`config.mk`:
```
export PLATFORM = sky130hd
export DESIGN_NAME = i2c_adc_responder
export DESIGN_NICKNAME = d
export VERILOG_FILES = /design/src/rtl/i2c_adc_responder.sv
export SDC_FILE = /design/constraint.sdc
export NUM_CORES = 1
export LEC_CHECK = 0
export CAP_MARGIN = 20
export CORE_MARGIN = 10
export CORE_UTILIZATION = 54
export DETAILED_ROUTE_END_ITERATION = 8
export PLACE_DENSITY_LB_ADDON = 0.12
export SLEW_MARGIN = 20
export SYNTH_ARGS = -nofsm -noshare
export SYNTH_HDL_FRONTEND = slang
export SYNTH_SLANG_ARGS = --single-unit
```
`constraint.sdc`:
```
create_clock -name clk -period 2.4 [get_ports clk]
set_input_delay 0.72 -clock clk [delete_from_list [all_inputs] [get_ports clk]]
set_output_delay 0.72 -clock clk [all_outputs]
set_load 0.02 [all_outputs]
```
`src/rtl/i2c_adc_responder.sv`:
```
// I2C target that serves a 12-bit conversion value as two read bytes and
// captures a one-byte configuration register from master writes.
module i2c_adc_responder #(
  parameter logic [6:0] DEV_ADDR    = 7'h48,
  parameter int         SYNC_STAGES = 2
) (
  input  logic        clk,
  input  logic        rst,
  input  logic        scl_in,
  input  logic        sda_in,
  output logic        sda_oe,
  input  logic [11:0] sample_data,
  output logic [7:0]  cfg_data,
  output logic        cfg_valid,
  output logic        busy
);

  typedef enum logic [2:0] {
    IDLE, ADDR, ADDR_ACK, WR_DATA, WR_ACK, RD_DATA, RD_ACK, WAIT_STOP
  } state_t;

  logic [SYNC_STAGES-1:0] scl_sync_q, sda_sync_q;
  logic                   scl_hist_q, sda_hist_q;
  logic [SYNC_STAGES:0]   arm_q;

  always_ff @(posedge clk or negedge rst) begin
    if (!rst) begin
      scl_sync_q <= '1;
      sda_sync_q <= '1;
      scl_hist_q <= 1'b1;
      sda_hist_q <= 1'b1;
      arm_q      <= '0;
    end else begin
      scl_sync_q <= {scl_sync_q[SYNC_STAGES-2:0], scl_in};
      sda_sync_q <= {sda_sync_q[SYNC_STAGES-2:0], sda_in};
      scl_hist_q <= scl_sync_q[SYNC_STAGES-1];
      sda_hist_q <= sda_sync_q[SYNC_STAGES-1];
      arm_q      <= {arm_q[SYNC_STAGES-1:0], 1'b1};
    end
  end

  logic scl_s, sda_s, armed, start_det, stop_det, scl_rise, scl_fall;
  assign scl_s = scl_sync_q[SYNC_STAGES-1];
  assign sda_s = sda_sync_q[SYNC_STAGES-1];
  // Bus conditions are ignored until the preset values have been flushed out
  // of the synchronizer and history flops, so reset release never fakes one.
  assign armed     = arm_q[SYNC_STAGES];
  assign start_det = armed & scl_s & sda_hist_q & ~sda_s;
  assign stop_det  = armed & scl_s & ~sda_hist_q & sda_s;
  assign scl_rise  = armed & scl_s & ~scl_hist_q;
  assign scl_fall  = armed & ~scl_s & scl_hist_q;

  state_t      state_q, state_d;
  logic [2:0]  cnt_q, cnt_d;
  logic [6:0]  sr_q, sr_d;
  logic        ph_q, ph_d;
  logic        rw_q, rw_d;
  logic        byte_q, byte_d;
  logic [11:0] shadow_q, shadow_d;
  logic        sda_oe_q, sda_oe_d;
  logic [7:0]  cfg_data_q, cfg_data_d;
  logic        cfg_valid_q, cfg_valid_d;
  logic        busy_q, busy_d;

  always_ff @(posedge clk or negedge rst) begin
    if (!rst) begin
      state_q     <= IDLE;
      cnt_q       <= 3'd0;
      sr_q        <= 7'd0;
      ph_q        <= 1'b0;
      rw_q        <= 1'b0;
      byte_q      <= 1'b0;
      shadow_q    <= 12'h000;
      sda_oe_q    <= 1'b0;
      cfg_data_q  <= 8'h00;
      cfg_valid_q <= 1'b0;
      busy_q      <= 1'b0;
    end else begin
      state_q     <= state_d;
      cnt_q       <= cnt_d;
      sr_q        <= sr_d;
      ph_q        <= ph_d;
      rw_q        <= rw_d;
      byte_q      <= byte_d;
      shadow_q    <= shadow_d;
      sda_oe_q    <= sda_oe_d;
      cfg_data_q  <= cfg_data_d;
      cfg_valid_q <= cfg_valid_d;
      busy_q      <= busy_d;
    end
  end

  logic [7:0] byte_full, tx_byte;
  assign byte_full = {sr_q, sda_s};
  assign tx_byte   = byte_q ? shadow_q[7:0] : {4'b0000, shadow_q[11:8]};

  // ph_q marks the ACK slot half: 0 before its SCL rise, 1 after.
  always_comb begin
    state_d     = state_q;
    cnt_d       = cnt_q;
    sr_d        = sr_q;
    ph_d        = ph_q;
    rw_d        = rw_q;
    byte_d      = byte_q;
    shadow_d    = shadow_q;
    sda_oe_d    = sda_oe_q;
    cfg_data_d  = cfg_data_q;
    cfg_valid_d = 1'b0;
    busy_d      = busy_q;
    if (stop_det) begin
      state_d  = IDLE;
      sda_oe_d = 1'b0;
      busy_d   = 1'b0;
    end else if (start_det) begin
      state_d  = ADDR;
      cnt_d    = 3'd0;
      sda_oe_d = 1'b0;
      busy_d   = 1'b0;
    end else begin
      case (state_q)
        ADDR: if (scl_rise) begin
          sr_d  = byte_full[6:0];
          cnt_d = cnt_q + 3'd1;
          if (cnt_q == 3'd7) begin
            if (byte_full[7:1] == DEV_ADDR) begin
              state_d = ADDR_ACK;
              ph_d    = 1'b0;
              rw_d    = byte_full[0];
              busy_d  = 1'b1;
            end else begin
              state_d = WAIT_STOP;
            end
          end
        end
        ADDR_ACK: if (scl_rise) begin
          ph_d = 1'b1;
        end else if (scl_fall) begin
          if (!ph_q) begin
            sda_oe_d = 1'b1;
          end else if (rw_q) begin
            state_d  = RD_DATA;
            shadow_d = sample_data;
            byte_d   = 1'b0;
            sda_oe_d = 1'b1;  // byte 0 MSB is always 0
          end else begin
            state_d  = WR_DATA;
            sda_oe_d = 1'b0;
          end
        end
        WR_DATA: if (scl_rise) begin
          sr_d  = byte_full[6:0];
          cnt_d = cnt_q + 3'd1;
          if (cnt_q == 3'd7) begin
            state_d     = WR_ACK;
            ph_d        = 1'b0;
            cfg_data_d  = byte_full;
            cfg_valid_d = 1'b1;
          end
        end
        WR_ACK: if (scl_rise) begin
          ph_d = 1'b1;
        end else if (scl_fall) begin
          if (!ph_q) begin
            sda_oe_d = 1'b1;
          end else begin
            state_d  = WR_DATA;
            sda_oe_d = 1'b0;
          end
        end
        RD_DATA: if (scl_rise) begin
          cnt_d = cnt_q + 3'd1;
          if (cnt_q == 3'd7) begin
            state_d = RD_ACK;
            ph_d    = 1'b0;
          end
        end else if (scl_fall) begin
          sda_oe_d = ~tx_byte[3'd7 - cnt_q];
        end
        RD_ACK: if (scl_rise) begin
          if (sda_s) state_d = WAIT_STOP;
          else       ph_d    = 1'b1;
        end else if (scl_fall) begin
          if (!ph_q) begin
            sda_oe_d = 1'b0;
          end else begin
            state_d = RD_DATA;
            if (byte_q) begin
              byte_d   = 1'b0;
              shadow_d = sample_data;
              sda_oe_d = 1'b1;
            end else begin
              byte_d   = 1'b1;
              sda_oe_d = ~shadow_q[7];
            end
          end
        end
        default: sda_oe_d = 1'b0;
      endcase
    end
  end

  assign sda_oe    = sda_oe_q;
  assign cfg_data  = cfg_data_q;
  assign cfg_valid = cfg_valid_q;
  assign busy      = busy_q;

endmodule

```
==> results_tabular.tex, run 1 <==
\begin{tabular}{lr}
\hline
Metric & Value \\
\hline
\multicolumn{2}{l}{\textbf{Worst setup path}} \\
CP max FO & 9 \\
Worst-path cell chain & and3b\_2 > nand3b\_2 > nor2\_4 > and3\_1 > mux2\_4 \\
Count of buffering cells on the critical path with inverters included & 0 \\
Crit path required time & about 2.6 ns \\
Type of origin of the critical path & register \\
Classification of the worst setup path & register to register \\
CP peak stage delay & 0.60 ns \\
Critical path capture point type & register \\
Slowest cell on the critical path & sky130\_fd\_sc\_hd\_\_dfstp\_2 \\
Largest delay share family, worst path & simple AND/OR/NAND/NOR gates \\
Data arrival time of the worst path & 2.32 ns \\
\multicolumn{2}{l}{\textbf{STA}} \\
Endpoints failing hold & 0 \\
Worst Clk Skew & between 0.007 and 0.008 ns \\
Worst slew margin relative to its limit & 0.601 \\
Minimum clock period & roughly 2.1 ns \\
Slew at the pin with the worst max-slew slack & 0.598 ns \\
Max-slew violation count & 0 \\
Summed negative setup slack over all endpoints & 0 ns \\
Highest clock frequency the design can meet & between 400 and 500 MHz \\
Setup repair after global routing missed its margin & no \\
Post-route clock period utilization & 0.882 \\
Hold Slack & 0.353 ns \\
Final setup violation count & 0 \\
\multicolumn{2}{l}{\textbf{Hold path}} \\
Path type of the worst min-delay path & register to register \\
\multicolumn{2}{l}{\textbf{Yosys}} \\
Sequential cell area fraction in the yosys report & 0.515 \\
Yosys warning count & 0 \\
Synth unique cells & slightly above 50 \\
Synthesized instance count & 189 \\
EDFF count, synth & 0 \\
Fraction of synthesis flops using an asynchronous set or reset pin & 1.00 \\
Top\_reg\_cell synth & sky130\_fd\_sc\_hd\_\_dfrtp\_1 \\
Summed instance area of the synthesized netlist & 2350 µm² \\
Synthesized Nets & slightly above 200 \\
Syn avg cell area & about 12 µm² \\
Flip-flop and latch count after synthesis & 48 \\
\multicolumn{2}{l}{\textbf{GRT}} \\
Wire length of the first global-routing pass & $\sim$8000 µm \\
Number of antenna violations at the first check in global routing & 0 \\
Grt total ovfl & 0 \\
Maximum number of pins on one net before global-route repair & 26 \\
Vias in the first global route & 1651 \\
Total routing usage reported by global routing & 0.133 \\
\multicolumn{2}{l}{\textbf{Floorplanning}} \\
Count of standard-cell rows & 23 \\
I/O Pins & 27 \\
Area of the die & 7390 µm² \\
Die span in y & about 86 µm \\
Starting density of the core & 0.571 \\
Core Region & $\sim$4100 µm² \\
Width of the chip & between 80 and 90 µm \\
\multicolumn{2}{l}{\textbf{Route}} \\
Number of DRC violations after detailed routing & 0 \\
Total vias in the final route & about 1600 \\
Routed wire length per instance & roughly 17 µm \\
Number of search-and-repair iterations in the first detailed-routing pass & 4 \\
Violation count after the first detailed-routing iteration & 130 \\
Number of vias per cell after detailed routing & $\sim$5.8 \\
Routed Wire Length & between 4000 and 5000 µm \\
Count of antenna-violating nets left after detailed routing & 0 \\
\multicolumn{2}{l}{\textbf{Clock tree}} \\
Num CTS Buffers & 5 \\
Sinks on Clock Net & 48 \\
Clock transition at path regs & about 0.090 ns \\
Number of hold buffers added after CTS & 0 \\
Root buffer cell & sky130\_fd\_sc\_hd\_\_clkbuf\_8 \\
Clock latency at the later pin of the worst-skew pair & roughly 0.31 ns \\
CTS tree & built \\
Number of post-CTS setup repair buffers & 0 \\
Depth of the CTS H-tree & 2 \\
Bufs on Longest Clock Path & 2 \\
Count of cells resized by post-cts repair & 0 \\
\multicolumn{2}{l}{\textbf{Layout}} \\
Antenna diode count & 0 \\
Share of post-route cells with drive strength above 1 & 0.249 \\
Final cell area excluding filler cells & about 2800 µm² \\
Net count reported at finish & approximately 230 \\
Area Overhead vs Synth & 17.6\% \\
\multicolumn{2}{l}{\textbf{Pwr}} \\
Leakage Power & roughly 0.0012 µW \\
Pwr per Cell Area & between 600 and 700 nW/µm² \\
Maximum ir drop on the vdd rail & about 0.38 mV \\
\multicolumn{2}{l}{\textbf{Outcome}} \\
Status & finished, final reports clean \\
\multicolumn{2}{l}{\textbf{Place}} \\
Cell area reported after detailed placement & 2650 µm² \\
Post-DP HPWL & around 3400 µm \\
Count of input and output buffers & 26 \\
Weighted congestion reported at the end of routability-driven placement & $\sim$0.88 \\
\multicolumn{2}{l}{\textbf{Job}} \\
Max cap viols & 0 \\
\hline
\end{tabular}
final cells by class:
type	count	area (µm²)
Clock inverter	3	46.3
Fill cell	318	1350
Sequential cell	48	1210
Timing Repair Buffer	31	305
Inverter	5	18.8
Clock buffer	5	68.8
Tap cell	50	62.6
Multi-Input combinational cell	125	1050
cell families after synthesis:
logic type	synth area share
adders and majority gates	0.0107
AOI/OAI and AO/OA	0.0916
DFF	0.515
other	0.00160
and+or+nand+nor	0.137
muxes	0.196
xor gates and xnor gates	0.0107
buffers and inverters	0.0378
through the flow:
| stage | power (µW) | utilization | instances | setup slack (ns) |
|---|---|---|---|---|
| final | 1740 | 0.671 | 267 | 0.283 |
| after detailed placement | 1170 | 0.643 | 259 | 0.273 |
| after global routing | 1820 | 0.671 | 267 | 0.133 |
| after CTS | 1760 | 0.671 | 267 | 0.269 |
| after floorplan | 1070 | - | 189 | 0.589 |
| after global placement | 1140 | 0.643 | 259 | 0.337 |
layout by cell type (no fill, tap or decap), drive strengths merged, types with 3 or more instances in the layout:
| master | n |
|---|---|
| nor2b | 4 |
| clkbuf | 5 |
| buf | 6 |
| clkdlybuf4s50 | 25 |
| nor3 | 5 |
| mux2 | 27 |
| a31oi | 4 |
| mux2i | 5 |
| nand3b | 5 |
| and3 | 3 |
| nand2 | 8 |
| nand3 | 4 |
| dfrtp | 42 |
| inv | 6 |
| dfstp | 6 |
| nor2 | 11 |
| o21ai | 11 |
| o22ai | 3 |
| a21oi | 4 |
worst reg2reg max path, stage by stage (launching register included):
cell and delay [ns]:
sky130_fd_sc_hd__dfstp_2 0.60, sky130_fd_sc_hd__and3b_2 0.24, sky130_fd_sc_hd__nand3b_2 0.12, sky130_fd_sc_hd__nor2_4 0.22
sky130_fd_sc_hd__and3_1 0.50, sky130_fd_sc_hd__mux2_4 0.34
path summary, 6_finish.rpt:
| check | from | to | slack (ns) | cells past startpoint |
|---|---|---|---|---|
| worst max-delay path | scl_sync_q[1] | cfg_data[7] | 0.28 | 5 |
| max in group asynchronous | rst | cnt_q[1] | 1.44 | 2 |
| worst min-delay path | arm_q[0] | arm_q[1] | 0.35 | 0 |
| min in group asynchronous | rst | cfg_data[6] | 0.40 | 1 |
| worst min register to register | arm_q[0] | arm_q[1] | 0.35 | 0 |
| worst max register to register | scl_sync_q[1] | cfg_data[7] | 0.28 | 5 |
cell usage after synthesis, drive strengths merged, types with 2 or more instances:
cell / n / area [µm²]
nor2b: 4 / 25.0
mux2i: 5 / 50.1
dfrtp: 42 / 1050
a31oi: 4 / 25.0
inv: 5 / 18.8
o2111ai: 2 / 17.5
and3: 3 / 18.8
xor2: 2 / 25.0
o22ai: 3 / 18.8
nor2: 11 / 56.3
buf: 6 / 51.3
ha: 2 / 25.0
mux2: 27 / 364
nor3: 5 / 25.0
nor3b: 2 / 15.0
clkbuf: 5 / 18.8
dfstp: 6 / 158
o21ai: 11 / 55.1
nand3: 4 / 20.0
nand3b: 5 / 41.3
a21oi: 4 / 20.0
nand2: 8 / 30.0
mux4: 2 / 45.0
nand2b: 2 / 12.5
nor4: 2 / 18.8
sequential cells by signal (all words and copies together) (netlist names), 2 cells and up:
name,flops
sr_q,7
scl_sync_q,2
cnt_q,3
shadow_q,12
arm_q,3
cfg_data,8
sda_sync_q,2
state_q,3
where the power goes:
group | internal (µW) | leakage, µW | total [µW] | switching [µW]
clock network | 314 | 0.0000548 | 598 | 284
logic | 110 | 0.000531 | 186 | 75.8
registers | 866 | 0.000627 | 959 | 93.1
metal layers:
| metal | global-route usage | wire length (µm) | vias up |
|---|---|---|---|
| met5 | 0 | 0 | - |
| met3 | 0.0454 | 314 | 4 |
| met2 | 0.219 | 2290 | 55 |
| li1 | - | - | 734 |
| met4 | 0.0404 | 39 | 0 |
| met1 | 0.158 | 2010 | 761 |
Power figures use the tool's default switching activity.
==> run 2, diff against run 1 <==
Settings changed: ABC_AREA set to 1.
==> run 2 against run 1 <==
Against the previous run: non-clock buffer count down 4; total power up 61%; worst hold slack better by 0.0046 ns; die area up 3.1%; first-iteration DRC count unchanged; final cell count up 41%; count of clock-buffer cells in the layout up 1; sequential share of layout area down 1.2 points; highest routed layer unchanged.
==> results_tabular.tex, run 2 <==
\begin{tabular}{lr}
\hline
Metric & Value \\
\hline
\multicolumn{2}{l}{\textbf{Yosys}} \\
Synth top area share & 0.430 \\
Dominant cells by area after synthesis & sky130\_fd\_sc\_hd\_\_dfrtp\_1 (43\%), sky130\_fd\_sc\_hd\_\_nand2\_1 (15\%), sky130\_fd\_sc\_hd\_\_nand3\_1 (6.8\%) \\
Most frequent cells after synthesis & sky130\_fd\_sc\_hd\_\_nand2\_1 (95), sky130\_fd\_sc\_hd\_\_dfrtp\_1 (42), sky130\_fd\_sc\_hd\_\_nand3\_1 (33), sky130\_fd\_sc\_hd\_\_inv\_1 (32), sky130\_fd\_sc\_hd\_\_nor2\_1 (22) \\
Adder-cell share of the synthesized area & 0.0102 \\
Synth unique cells & 31 \\
Fraction of synthesis flops using an asynchronous set or reset pin & 1.00 \\
Dominant cell by count in the synthesized netlist & sky130\_fd\_sc\_hd\_\_nand2\_1 \\
Yosys warning count & 0 \\
EDFF count, synth & 0 \\
Dominant combinational cell family by area after synthesis & simple AND/OR/NAND/NOR gates \\
Synthesized instance count & between 200 and 300 \\
Compound-gate portion of the synthesized area & 0.0927 \\
Multiplexer share of the synthesized area & 0 \\
Summed instance area of the synthesized netlist & between 2000 and 2500 µm² \\
Xor/xnor share of the synthesized area & 0 \\
Syn avg cell area & just over 8 µm² \\
Flip-flop and latch count after synthesis & 48 \\
Area fraction in and, or, nand and nor cells after synthesis & 0.318 \\
Synthesized Nets & around 310 \\
Sequential cell area fraction in the yosys report & 0.495 \\
Top\_reg\_cell synth & sky130\_fd\_sc\_hd\_\_dfrtp\_1 \\
Area leader, netlist & sky130\_fd\_sc\_hd\_\_dfrtp\_1 \\
\multicolumn{2}{l}{\textbf{Hold path}} \\
Path type of the worst min-delay path & register to register \\
Hold path startpoint & arm\_q[1] \\
Hold Path End & arm\_q[2] \\
Instance count along the most critical hold path & 0 \\
\multicolumn{2}{l}{\textbf{STA}} \\
Summed negative setup slack over all endpoints & 0 ns \\
Setup repair after global routing missed its margin & no \\
Highest clock frequency the design can meet & roughly 500 MHz \\
Final setup violation count & 0 \\
Slew at the pin with the worst max-slew slack & between 0.5 and 0.6 ns \\
Final critical-path setup slack & 0.390 ns \\
Max-slew violation count & 0 \\
Endpoints failing hold & 0 \\
Post-route clock period utilization & 0.837 \\
Minimum clock period & 2.01 ns \\
Worst Clk Skew & 0.00466 ns \\
Worst slew margin relative to its limit & 0.609 \\
\multicolumn{2}{l}{\textbf{GRT}} \\
Total routing usage reported by global routing & 0.138 \\
Grt total ovfl & 0 \\
Vias in the first global route & 1883 \\
Number of antenna violations at the first check in global routing & 0 \\
Wire length of the first global-routing pass & 8600 µm \\
Maximum number of pins on one net before global-route repair & between 40 and 50 \\
\multicolumn{2}{l}{\textbf{Layout}} \\
Storage cell area & about 1200 µm² \\
Net count reported at finish & $\sim$340 \\
Register with the most flip-flops & shadow\_q \\
Max FFs per register & 12 \\
Area Overhead vs Synth & 16.1\% \\
Area occupied by multi-input gates & a little over 1000 µm² \\
Most frequent standard cell in the layout excluding fill and tap cells & sky130\_fd\_sc\_hd\_\_nand2\_1 \\
Share of post-route cells with drive strength above 1 & 0.123 \\
Antenna diode count & 0 \\
Layout filler cell count & roughly 370 \\
Highest-count cells in the layout ignoring fill and taps & sky130\_fd\_sc\_hd\_\_nand2\_1 (95), sky130\_fd\_sc\_hd\_\_dfrtp\_1 (42), sky130\_fd\_sc\_hd\_\_nand3\_1 (33) \\
\multicolumn{2}{l}{\textbf{Floorplanning}} \\
Area of the die & between 7000 and 8000 µm² \\
I/O Pins & 27 \\
Starting density of the core & 0.561 \\
Count of standard-cell rows & 24 \\
Core Region & 4350 µm² \\
Die span in y & between 80 and 90 µm \\
Width of the chip & 87.3 µm \\
\multicolumn{2}{l}{\textbf{Place}} \\
Count of input and output buffers & 26 \\
Post-DP HPWL & roughly 3600 µm \\
Place WS & about 0.70 ns \\
Weighted congestion reported at the end of routability-driven placement & approximately 0.86 \\
\multicolumn{2}{l}{\textbf{Clock tree}} \\
Num CTS Buffers & 5 \\
Number of post-CTS setup repair buffers & 0 \\
Count of cells resized by post-cts repair & 0 \\
Number of hold buffers added after CTS & 0 \\
CTS tree & built \\
Root buffer cell & sky130\_fd\_sc\_hd\_\_clkbuf\_8 \\
Bufs on Longest Clock Path & 2 \\
Clock latency at the later pin of the worst-skew pair & 0.30 ns \\
Clock transition at path regs & 0.09 ns \\
Depth of the CTS H-tree & 2 \\
Sinks on Clock Net & 48 \\
\multicolumn{2}{l}{\textbf{Pwr}} \\
Pwr per Cell Area & about 1000 nW/µm² \\
Leakage Power & 0.00139 µW \\
Overall Power & approximately 2800 µW \\
Maximum ir drop on the vdd rail & 0.541 mV \\
\multicolumn{2}{l}{\textbf{Worst setup path}} \\
Data arrival time of the worst path & between 1 and 1.5 ns \\
Worst-case reg-to-reg path depth & 11 \\
Worst reg2reg path endpoint & state\_q[2] \\
CP peak stage delay & roughly 0.62 ns \\
Largest delay share family, worst path & buffers and inverters \\
Classification of the worst setup path & register to output pin \\
Count of buffering cells on the critical path with inverters included & 1 \\
Origin of the critical flop-to-flop path & cnt\_q[0] \\
Slowest cell on the critical path & sky130\_fd\_sc\_hd\_\_clkdlybuf4s50\_1 \\
Worst reg-to-reg setup slack & 0.69 ns \\
Type of origin of the critical path & register \\
Worst-path cell chain & clkdlybuf4s50\_1 \\
Crit path required time & around 1.7 ns \\
CP max FO & 2 \\
Critical path capture point type & output pin \\
\multicolumn{2}{l}{\textbf{Route}} \\
Uppermost metal layer occupied by signal nets & met4 \\
Metal2 WL & roughly 2200 µm \\
Number of search-and-repair iterations in the first detailed-routing pass & 4 \\
Met1 layer wirelength in the final routing & between 2000 and 2500 µm \\
Violation count after the first detailed-routing iteration & 130 \\
Number of DRC violations after detailed routing & 0 \\
Total vias in the final route & just under 2000 \\
Routed wire length per instance & between 10 and 15 µm \\
Number of vias per cell after detailed routing & roughly 5.2 \\
Routed Wire Length & 4870 µm \\
Count of antenna-violating nets left after detailed routing & 0 \\
Wire length on met3 & between 200 and 250 µm \\
\multicolumn{2}{l}{\textbf{Outcome}} \\
Status & finished, final reports clean \\
\multicolumn{2}{l}{\textbf{Job}} \\
Max cap viols & 0 \\
\hline
\end{tabular}
run 2: how the worst max path moves through the flow:
stage,endpoint,from,cells after the start
final,cfg_data[0],cfg_data[0],1
after global routing,cfg_data[0],cfg_data[0],1
after CTS,cfg_data[0],cfg_data[0],1
after detailed placement,state_q[1],cnt_q[0],11
after global placement,cfg_data[0],cfg_data[0],1
after floorplan,state_q[1],cnt_q[0],11
run 2: worst register-to-register path, stage by stage (launching register included):
cell	delay (ns)
sky130_fd_sc_hd__dfrtp_1	0.52
sky130_fd_sc_hd__ha_1	0.22
sky130_fd_sc_hd__ha_1	0.17
sky130_fd_sc_hd__nand4_1	0.14
sky130_fd_sc_hd__nand2_1	0.10
sky130_fd_sc_hd__nand2_1	0.05
sky130_fd_sc_hd__inv_1	0.05
sky130_fd_sc_hd__nand2_1	0.04
sky130_fd_sc_hd__nand2_1	0.10
sky130_fd_sc_hd__nand2_1	0.10
sky130_fd_sc_hd__nand2_1	0.07
sky130_fd_sc_hd__nand2_1	0.05
run 2: layer usage:
metal	global-route usage	vias to the layer above
met4	0.0362	0
met5	0	-
met1	0.190	909
li1	-	989
met2	0.205	36
met3	0.0393	7
run 2: kinds of logic (layout without fill, tap and decap cells):
family	after synthesis	count (layout)
other cells	1	1
simple gates	168	168
compound gates	35	35
fa+ha+maj	2	2
flops	48	48
buf+inv	41	70
run 2: stage by stage:
step	hold WS, ns	utilization	cell area, µm²	cells
floorplan	0.331	-	2440	295
global placement	0.334	0.621	2700	368
detailed placement	0.339	0.621	2700	368
CTS	0.359	0.651	2840	376
global route	0.371	0.651	2840	376
finish	0.357	0.651	2840	376
run 2: layout make-up:
| class | count | area share |
|---|---|---|
| clock buffer | 6 | 0.0256 |
| clock inverter | 2 | 0.0212 |
| inverter | 35 | 0.0481 |
| multi-input combinational | 206 | 0.363 |
| sequential | 48 | 0.426 |
| tap | 52 | 0.0229 |
| timing repair buffer | 27 | 0.0926 |
run 2: report_power, final:
part / internal [µW] / total, µW / switching (µW)
clock network: 416 / 682 / 265
logic: 341 / 936 / 595
registers: 994 / 1180 / 187
total: 1750 / 2800 / 1050
==> run 3, diff against run 2 <==
Settings changed: CORE_UTILIZATION 54 to 50.
Clock period 2.4 ns to 1.75 ns, I/O delays scaled along.
==> run 3 against run 2 <==
Against the previous run: sequential power is 36% higher; register-to-register slack worse by 0.55 ns; worst hold slack worse by 0.19 ns; clock skew is 0.0013 ns higher; wire length is 2.3% higher; utilization is 3.4 points lower; final cell count is 6.6% higher; total power is 30% higher; sequential share of layout area is 1.0 points lower; critical path type is now register to register; largest power group unchanged; highest routed layer unchanged.
==> results_tabular.tex, run 3 (synthesis results as in run 2) <==
\begin{tabular}{lr}
\hline
Metric & Value \\
\hline
\multicolumn{2}{l}{\textbf{Outcome}} \\
Status & finished, final reports clean \\
\multicolumn{2}{l}{\textbf{Layout}} \\
Share of post-route cells with drive strength above 1 & 0.168 \\
Highest-count cells in the layout ignoring fill and taps & sky130\_fd\_sc\_hd\_\_nand2\_1 (94), sky130\_fd\_sc\_hd\_\_dfrtp\_1 (39), sky130\_fd\_sc\_hd\_\_nand3\_1 (33) \\
Register with the most flip-flops & shadow\_q \\
Layout filler cell count & roughly 420 \\
Max FFs per register & 12 \\
Most frequent standard cell in the layout excluding fill and tap cells & sky130\_fd\_sc\_hd\_\_nand2\_1 \\
Net count reported at finish & 352 \\
Core utilization of the finished layout & 0.617 \\
Antenna diode count & 0 \\
Fin cells & between 400 and 500 \\
Final cell area excluding filler cells & slightly below 3000 µm² \\
Area Overhead vs Synth & 19.3\% \\
\multicolumn{2}{l}{\textbf{STA}} \\
Hold Slack & 0.170 ns \\
Endpoints failing hold & 0 \\
Highest clock frequency the design can meet & approximately 620 MHz \\
Worst Clk Skew & between 0.005 and 0.006 ns \\
Final setup violation count & 0 \\
Final critical-path setup slack & between 0.1 and 0.15 ns \\
Max-slew violation count & 0 \\
Minimum clock period & between 1.5 and 2 ns \\
Post-route clock period utilization & 0.921 \\
\multicolumn{2}{l}{\textbf{Route}} \\
Number of vias per cell after detailed routing & a little under 5 \\
Number of DRC violations after detailed routing & 0 \\
Number of search-and-repair iterations in the first detailed-routing pass & 4 \\
Violation count after the first detailed-routing iteration & 118 \\
Routed wire length per instance & around 12 µm \\
Routed Wire Length & $\sim$5000 µm \\
Total vias in the final route & 1935 \\
Count of antenna-violating nets left after detailed routing & 0 \\
\multicolumn{2}{l}{\textbf{Place}} \\
Cell area reported after detailed placement & approximately 2800 µm² \\
Count of input and output buffers & 26 \\
Placed Cells & around 390 \\
Weighted congestion reported at the end of routability-driven placement & a little over 0.9 \\
Place WS & roughly 0.073 ns \\
Post-DP HPWL & about 3700 µm \\
\multicolumn{2}{l}{\textbf{GRT}} \\
Vias in the first global route & about 1900 \\
Wire length of the first global-routing pass & 8600 µm \\
Number of antenna violations at the first check in global routing & 0 \\
Total routing usage reported by global routing & 0.124 \\
Maximum number of pins on one net before global-route repair & 21 \\
Grt total ovfl & 0 \\
\multicolumn{2}{l}{\textbf{Floorplanning}} \\
Width of the chip & $\sim$90 µm \\
Area of the die & between 8000 and 9000 µm² \\
I/O Pins & 27 \\
Count of standard-cell rows & 25 \\
Core Region & roughly 4700 µm² \\
Die span in y & approximately 90 µm \\
Starting density of the core & 0.517 \\
\multicolumn{2}{l}{\textbf{Worst setup path}} \\
Slowest cell on the critical path & sky130\_fd\_sc\_hd\_\_dfstp\_2 \\
CP max FO & 6 \\
Classification of the worst setup path & register to register \\
Critical path capture point type & register \\
Crit path required time & about 1.9 ns \\
Count of buffering cells on the critical path with inverters included & 2 \\
Type of origin of the critical path & register \\
CP peak stage delay & roughly 0.55 ns \\
Largest delay share family, worst path & simple AND/OR/NAND/NOR gates \\
Data arrival time of the worst path & 1.81 ns \\
Worst-path cell chain & inv\_1 > nor2\_2 > nand2\_1 > nand2\_4 > inv\_1 > nand2\_1 > nand2\_1 > nand2\_1 > nand2\_1 \\
Cell seen most often among critical-path stages & sky130\_fd\_sc\_hd\_\_nand2\_1 \\
\multicolumn{2}{l}{\textbf{Clock tree}} \\
Num CTS Buffers & 5 \\
Bufs on Longest Clock Path & 2 \\
Number of hold buffers added after CTS & 0 \\
Clock transition at path regs & roughly 0.080 ns \\
Sinks on Clock Net & 48 \\
Root buffer cell & sky130\_fd\_sc\_hd\_\_clkbuf\_8 \\
CTS tree & built \\
Depth of the CTS H-tree & 2 \\
Clock latency at the later pin of the worst-skew pair & about 0.30 ns \\
\multicolumn{2}{l}{\textbf{Job}} \\
Max cap viols & 0 \\
\multicolumn{2}{l}{\textbf{Pwr}} \\
Pwr per Cell Area & $\sim$1200 nW/µm² \\
Leakage Power & approximately 0.0015 µW \\
Maximum ir drop on the vdd rail & about 0.66 mV \\
\multicolumn{2}{l}{\textbf{Hold path}} \\
Path type of the worst min-delay path & primary input to async pin \\
\hline
\end{tabular}
run 3: changes by cell type in the layout (fill, tap and decap cells not counted), moves of 3 or more:
| cell | before | now |
|---|---|---|
| sky130_fd_sc_hd__buf_4 | 1 | 11 |
| sky130_fd_sc_hd__clkdlybuf4s50_1 | 25 | 14 |
| sky130_fd_sc_hd__dfrtp_1 | 42 | 39 |
| sky130_fd_sc_hd__dfrtp_2 | 0 | 3 |
| sky130_fd_sc_hd__dlygate4sd2_1 | 0 | 11 |
run 3: timing repair:
action                     CTS  global route
pin swaps                    0             3
gates resized for setup     11             6
setup buffers                0             7
setup endpoints to repair   11            14
run 3: through the flow:
step,TNS [ns],power (µW)
floorplan,0,2660
global placement,0,2920
detailed placement,0,2920
CTS,0,3620
global route,-0.0612,3980
finish,0,3640
run 3: area by class of cell:
| cell class | instances | area, µm² | area share |
|---|---|---|---|
| multi-input combinational | 206 | 1040 | 0.357 |
| sequential | 48 | 1210 | 0.416 |
| inverter | 35 | 136 | 0.0468 |
| clock buffer | 7 | 96.3 | 0.0331 |
| tap | 67 | 83.8 | 0.0288 |
| timing repair buffer | 38 | 344 | 0.118 |
run 3: worst paths after layout:
| check | from | to | slack (ns) | cells after the start |
|---|---|---|---|---|
| max | sda_sync_q[1] | state_q[1] | 0.14 | 9 |
| min | rst | cfg_data[1] | 0.17 | 1 |
| max reg2reg | sda_sync_q[1] | state_q[1] | 0.14 | 9 |
| min reg2reg | arm_q[0] | arm_q[1] | 0.35 | 0 |
| max in group asynchronous | rst | shadow_q[10] | 1.04 | 2 |
| min in group clk | arm_q[0] | arm_q[1] | 0.35 | 0 |
run 3: power breakdown:
| part | switching (µW) | internal [µW] | leakage (µW) | total, µW |
|---|---|---|---|---|
| logic | 843 | 494 | 0.000850 | 1340 |
| clock network | 347 | 352 | 0.0000503 | 700 |
| registers | 227 | 1370 | 0.000582 | 1600 |
run 3: routing by layer:
layer  wire length [µm]  vias up  GRT usage
li1                   -     1011          -
met1               2370      866      0.165
met2               2280       51      0.192
met3                271        7     0.0341
met4                 63        0     0.0345
met5                  0        -          0
